===== config.mk =====
export PLATFORM = sky130hd
export DESIGN_NAME = rpsc_fault_latch_flat
export DESIGN_NICKNAME = d
export VERILOG_FILES = /design/src/rtl/rpsc_fault_latch_if.sv /design/src/rtl/rpsc_fault_latch.sv /design/src/flat_wrapper.sv
export SDC_FILE = /design/constraint.sdc
export NUM_CORES = 1
export LEC_CHECK = 0
export BUFFER_PORTS_ARGS = -buffer_cell sky130_fd_sc_hd__buf_4
export CORE_MARGIN = 4
export CORE_UTILIZATION = 53
export DETAILED_ROUTE_END_ITERATION = 10
export GPL_ROUTABILITY_DRIVEN = 0
export PLACE_DENSITY = 0.76
export RECOVER_POWER = 25
export SLEW_MARGIN = 20
export SYNTH_ARGS = -nofsm -noshare
export SYNTH_HDL_FRONTEND = slang
export SYNTH_SLANG_ARGS = --single-unit

===== constraint.sdc =====
create_clock -name clk -period 1.9 [get_ports clk]
set_input_delay 0 -clock clk [delete_from_list [all_inputs] [get_ports clk]]
set_output_delay 0 -clock clk [all_outputs]
set_load 0.01 [all_outputs]

===== src/rtl/rpsc_fault_latch_if.sv =====
// ---------------------------------------------------------------------------
// rpsc_fault_latch_if: interlock inputs and latched-fault status bundle. Rev 1.0
// ---------------------------------------------------------------------------
`default_nettype none

interface rpsc_fault_latch_if;
  logic [6:0] fault_in_b;
  logic       ack;
  logic [6:0] ff_out;
  logic       perm_fault;
  logic       red_fault;
  logic       alarm_b;
  logic [2:0] first_fault;
  logic       first_valid;
  logic [7:0] trip_count;
  logic       ack_timeout;
  logic [1:0] state;

  modport slave (
    input  fault_in_b, ack,
    output ff_out, perm_fault, red_fault, alarm_b, first_fault,
           first_valid, trip_count, ack_timeout, state
  );

  modport master (
    output fault_in_b, ack,
    input  ff_out, perm_fault, red_fault, alarm_b, first_fault,
           first_valid, trip_count, ack_timeout, state
  );
endinterface

`default_nettype wire


===== src/rtl/rpsc_fault_latch.sv =====
// ---------------------------------------------------------------------------
// rpsc_fault_latch: debounced sticky interlock latch with first-fault capture. Rev 1.0
// ---------------------------------------------------------------------------
`default_nettype none

module rpsc_fault_latch #(
  parameter int unsigned DEBOUNCE    = 4,
  parameter int unsigned CLR_TIMEOUT = 16
) (
  input  wire logic          clk,
  input  wire logic          reset,
  rpsc_fault_latch_if.slave  bus
);

  typedef enum logic [1:0] {
    ST_ARMED      = 2'd0,
    ST_TRIPPED    = 2'd1,
    ST_RESET_WAIT = 2'd2
  } state_t;

  localparam logic [3:0] c_deb      = 4'(DEBOUNCE);
  localparam logic [3:0] c_deb_last = 4'(DEBOUNCE - 1);
  localparam logic [7:0] c_tmo_last = 8'(CLR_TIMEOUT - 1);

  state_t     state_q, state_d;
  logic [6:0] sync1_q, sync2_q;
  logic [3:0] cnt_q [7];
  logic [3:0] cnt_d [7];
  logic [6:0] ff_q, ff_d;
  logic [2:0] first_q, first_d;
  logic       fv_q, fv_d;
  logic [7:0] tc_q, tc_d;
  logic [7:0] to_q, to_d;
  logic       at_q, at_d;
  logic       ack_prev_q;

  logic [6:0] qual;
  logic       cnt_zero;
  logic       clr_ok;
  logic       ack_rise;
  logic       do_clear;

  // Per-channel debounce; a channel qualifies on the edge its count reaches DEBOUNCE.
  always_comb begin
    cnt_zero = 1'b1;
    qual     = '0;
    for (int i = 0; i < 7; i++) begin
      cnt_d[i] = cnt_q[i];
      if (sync2_q[i])
        cnt_d[i] = '0;
      else if (cnt_q[i] != c_deb)
        cnt_d[i] = cnt_q[i] + 4'd1;
      qual[i] = ~sync2_q[i] && (cnt_q[i] == c_deb_last);
      if (cnt_q[i] != 4'd0)
        cnt_zero = 1'b0;
    end
  end

  assign clr_ok   = (&sync2_q) && cnt_zero;
  assign ack_rise = bus.ack && !ack_prev_q;

  always_comb begin
    state_d  = state_q;
    ff_d     = ff_q | qual;
    first_d  = first_q;
    fv_d     = fv_q;
    tc_d     = tc_q;
    to_d     = to_q;
    at_d     = 1'b0;
    do_clear = 1'b0;

    case (state_q)
      ST_ARMED: begin
        if (|qual) begin
          state_d = ST_TRIPPED;
          fv_d    = 1'b1;
          for (int i = 6; i >= 0; i--)
            if (qual[i]) first_d = 3'(i);
          if (tc_q != 8'hFF)
            tc_d = tc_q + 8'd1;
        end
      end
      ST_TRIPPED: begin
        if (ack_rise) begin
          if (clr_ok) begin
            do_clear = 1'b1;
          end else begin
            state_d = ST_RESET_WAIT;
            to_d    = '0;
          end
        end
      end
      ST_RESET_WAIT: begin
        // Clear takes priority over an expiring timeout on the same edge.
        if (clr_ok) begin
          do_clear = 1'b1;
        end else if (to_q == c_tmo_last) begin
          state_d = ST_TRIPPED;
          at_d    = 1'b1;
        end else begin
          to_d = to_q + 8'd1;
        end
      end
      default: state_d = ST_ARMED;
    endcase

    if (do_clear) begin
      ff_d    = '0;
      first_d = '0;
      fv_d    = 1'b0;
      state_d = ST_ARMED;
    end
  end

  always_ff @(posedge clk) begin
    if (reset) begin
      state_q    <= ST_ARMED;
      sync1_q    <= '1;
      sync2_q    <= '1;
      ff_q       <= '0;
      first_q    <= '0;
      fv_q       <= 1'b0;
      tc_q       <= '0;
      to_q       <= '0;
      at_q       <= 1'b0;
      ack_prev_q <= 1'b0;
      for (int i = 0; i < 7; i++)
        cnt_q[i] <= '0;
    end else begin
      state_q    <= state_d;
      sync1_q    <= bus.fault_in_b;
      sync2_q    <= sync1_q;
      ff_q       <= ff_d;
      first_q    <= first_d;
      fv_q       <= fv_d;
      tc_q       <= tc_d;
      to_q       <= to_d;
      at_q       <= at_d;
      ack_prev_q <= bus.ack;
      for (int i = 0; i < 7; i++)
        cnt_q[i] <= cnt_d[i];
    end
  end

  assign bus.ff_out      = ff_q;
  assign bus.perm_fault  = |ff_q[4:0];
  assign bus.red_fault   = |ff_q[6:5];
  assign bus.alarm_b     = ~(|ff_q);
  assign bus.first_fault = first_q;
  assign bus.first_valid = fv_q;
  assign bus.trip_count  = tc_q;
  assign bus.ack_timeout = at_q;
  assign bus.state       = state_q;

endmodule

`default_nettype wire


===== src/flat_wrapper.sv =====
// flat-port wrapper written by rule: the top's interface ports become plain ports
module rpsc_fault_latch_flat 
#(
  parameter int unsigned DEBOUNCE    = 4,
  parameter int unsigned CLR_TIMEOUT = 16
)
  (clk, reset, bus_fault_in_b, bus_ack, bus_ff_out, bus_perm_fault, bus_red_fault, bus_alarm_b, bus_first_fault, bus_first_valid, bus_trip_count, bus_ack_timeout, bus_state);
  rpsc_fault_latch_if bus_i ();
  input  wire logic clk;
  input  wire logic reset;
  input wire logic [$bits(bus_i.fault_in_b)-1:0] bus_fault_in_b;
  input wire logic [$bits(bus_i.ack)-1:0] bus_ack;
  output wire logic [$bits(bus_i.ff_out)-1:0] bus_ff_out;
  output wire logic [$bits(bus_i.perm_fault)-1:0] bus_perm_fault;
  output wire logic [$bits(bus_i.red_fault)-1:0] bus_red_fault;
  output wire logic [$bits(bus_i.alarm_b)-1:0] bus_alarm_b;
  output wire logic [$bits(bus_i.first_fault)-1:0] bus_first_fault;
  output wire logic [$bits(bus_i.first_valid)-1:0] bus_first_valid;
  output wire logic [$bits(bus_i.trip_count)-1:0] bus_trip_count;
  output wire logic [$bits(bus_i.ack_timeout)-1:0] bus_ack_timeout;
  output wire logic [$bits(bus_i.state)-1:0] bus_state;
  assign bus_i.fault_in_b = bus_fault_in_b;
  assign bus_i.ack = bus_ack;
  assign bus_ff_out = bus_i.ff_out;
  assign bus_perm_fault = bus_i.perm_fault;
  assign bus_red_fault = bus_i.red_fault;
  assign bus_alarm_b = bus_i.alarm_b;
  assign bus_first_fault = bus_i.first_fault;
  assign bus_first_valid = bus_i.first_valid;
  assign bus_trip_count = bus_i.trip_count;
  assign bus_ack_timeout = bus_i.ack_timeout;
  assign bus_state = bus_i.state;
  rpsc_fault_latch #(.DEBOUNCE(DEBOUNCE), .CLR_TIMEOUT(CLR_TIMEOUT)) u_core (.clk(clk), .reset(reset), .bus(bus_i));
endmodule

==> out/qor.csv <==
stage,metric,value,unit
power,Switching Fraction,23.9,%
route,WL final,8680,um
critical_path,Bufs and invs on worst path,1,
floorplan,total die area,8040,um^2
cells_and_area,fillers,421,
logic_synthesis,Yosys top cell by area,dfxtp_1,
cts,Clock Pin Slew Worst Setup and Hold Paths,0.07,ns
critical_path,Slowest cell on crit path,or4_4,
cells_and_area,register area,1480,um^2
logic_synthesis,library cells used by synthesis,60,
critical_path,Required @ worst endpoint,2.14,ns
grt,largest net degree at the start of global routing,55,
critical_path,CP endpoint kind,register,
power,LEAKAGE,2.00,nW
hold_path,Hold Path Class,input pin to register,
critical_path,Slowest Stage Delay on Critical Path,0.55,ns
logic_synthesis,synth warn,0,
grt,grt ovf,0,
route,DRC viols,0,
timing,Worst slew margin,59.9,%
grt,number of global-route vias before repair,3094,
cts,H-tree depth,3,
cells_and_area,Total Nets Final,526,
cells_and_area,Area Growth Syn to Fin,41.4,%
floorplan,die height,89.7,um
timing,period utilization,106,%
job,Max Cap Viol,0,
grt,gr usage total,23.4,%
timing,fin crit period,2.02,ns
cts,CTS Buf Count,9,
timing,Max Clk Rate,495,MHz
timing,Final setup violation count,14,
power,register share of total power,47.0,%
grt,first-pass GRT wire length,14400,um
critical_path,crit-path cells,ha_4 > nor4b_4 > or4_4 > buf_6 > nor3_2 > a221o_1 > mux2_2,
grt,initial antenna violation count,0,
cts,clk buf depth,2,
critical_path,Top delay family on crit path,simple AND/OR/NAND/NOR gates,
route,wire per inst,15.0,um
logic_synthesis,syn nets,414,
status,status,finished with violations,
timing,Slew Limit Fails,0,
critical_path,Setup CP Type,register to register,
cells_and_area,layout cell share with drive strength beyond 1,39.5,%
route,DR iter-0 viols,152,
power,internal power,2.55,mW
hold_path,HP Start,reset,
power,clock network fraction of design power,39.5,%
critical_path,FF-to-FF path depth,7,
logic_synthesis,most frequent cells after synthesis,"dfxtp_1 (73), nor2_1 (37), nor3_1 (32)",
timing,final worst slack,-0.122,ns
power,Psw,0.802,mW
floorplan,Rows,29,
floorplan,Initial Util,55.1,%
logic_synthesis,"EDFF count, synth",0,
logic_synthesis,ys flop type,dfxtp_1,
critical_path,FF-to-FF Start,u_core.cnt_q[3][0]$_SDFFE_PP0P_,
critical_path,CP Data Arrival Time,2.26,ns
logic_synthesis,average size of a mapped cell,9.18,um^2
floorplan,I/O pin cnt,35,
logic_synthesis,mapped cell area,3540,um^2
logic_synthesis,"Seq/Total Area, Yosys",41.3,%
critical_path,RR Endpoint,u_core.bus.state[1]$_SDFFE_PP0P_,
cts,CTS sink cnt,73,
logic_synthesis,share of Yosys cell area claimed by the top area cell type,41.3,%
placed_design,port buffer count,34,
floorplan,Chip Width,89.7,um
power,worst vdd ir,0.836,mV
hold_path,Hold Path Stages,2,
cts,CTS root buffer,clkbuf_8,
logic_synthesis,#FFs+latches synth,73,
route,via count,3203,
route,via/cell ratio,5.54,
logic_synthesis,Syn Inst Count,385,
critical_path,crit path launch type,register,
placed_design,DPL Wire Length,5660,um
hold_path,hold worst-path end,u_core.bus.trip_count[5]$_SDFFE_PP0P_,
timing,setup TNS,-0.596,ns
power,power per cell area,670,nW/um^2
floorplan,CORE AREA,6420,um^2
timing,worst slew pin tran,0.599,ns
power,Gate power share,13.5,%
cts,CTS tree,done,
timing,RSZ-0062 raised after global routing,true,
logic_synthesis,Area contributors post-synth,"dfxtp_1 (41%), ha_1 (6.7%), nor3_1 (4.5%)",
logic_synthesis,top-count cell post-synth,dfxtp_1,
timing,Fin Clk Skew,0.00754,ns
critical_path,crit path max fanout,5,
timing,final hold vios,0,
cts,clk_lat worst skew,0.35,ns
route,First-pass DRT Iterations,4,
placed_design,Place WS,-0.146,ns
cells_and_area,antenna cell count,0,
cells_and_area,Multi-input gate area,2220,um^2
route,Final ANT Viol Nets,0,
critical_path,Reg2Reg Setup Slack,-0.12,ns
logic_synthesis,ys async rst share,0,%
status,failing checks,setup timing,
==> flip-flops by register name (all words and copies together), names as in the netlist <==
signal and cells:
u_core.cnt_q 28, u_core.bus.trip_count 8, u_core.to_q 8, u_core.bus.ff_out 7, u_core.sync1_q 7, u_core.sync2_q 7
u_core.bus.first_fault 3, u_core.bus.state 2, u_core.ack_prev_q 1, u_core.bus.ack_timeout 1, u_core.bus.first_valid 1
==> per-stage QoR <==
stage	util [%]	hold slack (ns)	std cells	power [mW]	area, um^2
finish	77.9	0.127	578	3.35	5000
global route	77.9	0.139	578	3.48	5000
CTS	76.7	0.118	577	3.34	4930
detailed placement	67.8	0.187	544	1.95	4350
global placement	67.8	0.184	544	1.95	4350
floorplan	-	0.104	385	1.83	3620
==> kinds of logic (layout without fill, tap and decap cells) <==
family | Yosys count | in the layout | share of synthesized area, %
AO/OA/AOI/OAI | 67 | 67 | 13.7
XOR/XNOR | 12 | 12 | 2.97
adder cells (fa/ha/maj) | 19 | 19 | 6.72
buffers and inverters | 38 | 154 | 4.39
flip-flops | 73 | 73 | 41.3
multiplexers | 9 | 9 | 2.58
AND/OR/NAND/NOR | 167 | 167 | 28.3
==> layout make-up <==
| type | count | share of cell area [%] |
|---|---|---|
| multi-input combinational | 274 | 44.3 |
| sequential | 73 | 29.6 |
| clock inverter | 3 | 1.30 |
| clock buffer | 12 | 2.90 |
| timing repair buffer | 111 | 17.8 |
| tap | 77 | 1.93 |
| inverter | 28 | 2.20 |
==> placed cells by master (no fill, tap or decap), types with 9 or more instances in the layout <==
master     n
a21oi_1   14
buf_4     80
buf_6     12
clkbuf_8  10
dfxtp_1   59
dfxtp_2   14
inv_1     20
nand2_1    9
nand3_1   15
nor2_1    37
nor3_1    31
o21ai_0    9
or2_2     15
==> worst reg2reg max path, cell delays in order (launching register included) <==
cell and delay [ns]:
dfxtp_2 0.35, ha_4 0.16, nor4b_4 0.13, or4_4 0.55, buf_6 0.15, nor3_2 0.09
a221o_1 0.15, mux2_2 0.33
==> layer usage <==
layer / track usage [%] / part of all wire [%] / up-vias
met5: 0 / 0 / -
met4: 9.47 / 2.0 / 0
met3: 6.11 / 3.8 / 17
met2: 41.4 / 53 / 60
met1: 26.7 / 42 / 1515
li1: - / - / 1611
==> timing repair <==
| item | in CTS | in global routing |
|---|---|---|
| pin swaps | 14 | 15 |
| resized for setup | 53 | 21 |
| cloned | 1 | 0 |
| setup endpoints to repair | 27 | 29 |
| hold endpoints to repair | 8 | 0 |
| hold buffers | 8 | 0 |
| buffers inserted | 9 | 3 |
==> worst max-delay path by stage <==
| stage | startpoint | to | slack (ns) | cells past startpoint |
|---|---|---|---|---|
| final | u_core.cnt_q[3][0]$_SDFFE_PP0P_ | u_core.bus.state[1]$_SDFFE_PP0P_ | -0.12 | 7 |
| after global placement | u_core.cnt_q[1][1]$_SDFFE_PP0P_ | u_core.bus.state[1]$_SDFFE_PP0P_ | -0.13 | 7 |
| after CTS | u_core.cnt_q[3][0]$_SDFFE_PP0P_ | u_core.bus.state[1]$_SDFFE_PP0P_ | -0.13 | 7 |
| after detailed placement | u_core.cnt_q[3][0]$_SDFFE_PP0P_ | u_core.bus.state[1]$_SDFFE_PP0P_ | -0.15 | 7 |
| after global routing | u_core.cnt_q[5][0]$_SDFFE_PP0P_ | u_core.to_q[2]$_SDFFE_PP0P_ | -0.20 | 9 |
| after floorplan | u_core.cnt_q[3][1]$_SDFFE_PP0P_ | u_core.bus.state[1]$_SDFFE_PP0P_ | -0.07 | 7 |
==> power groups by stage <==
stage	sequential [mW]	combinational, mW	clock (mW)
finish	1.58	0.452	1.32
detailed placement	1.61	0.347	0
CTS	1.57	0.423	1.34
floorplan	1.61	0.215	0
global placement	1.61	0.341	0
global route	1.58	0.494	1.41
Note: power is estimated with default switching activity, not from simulation.
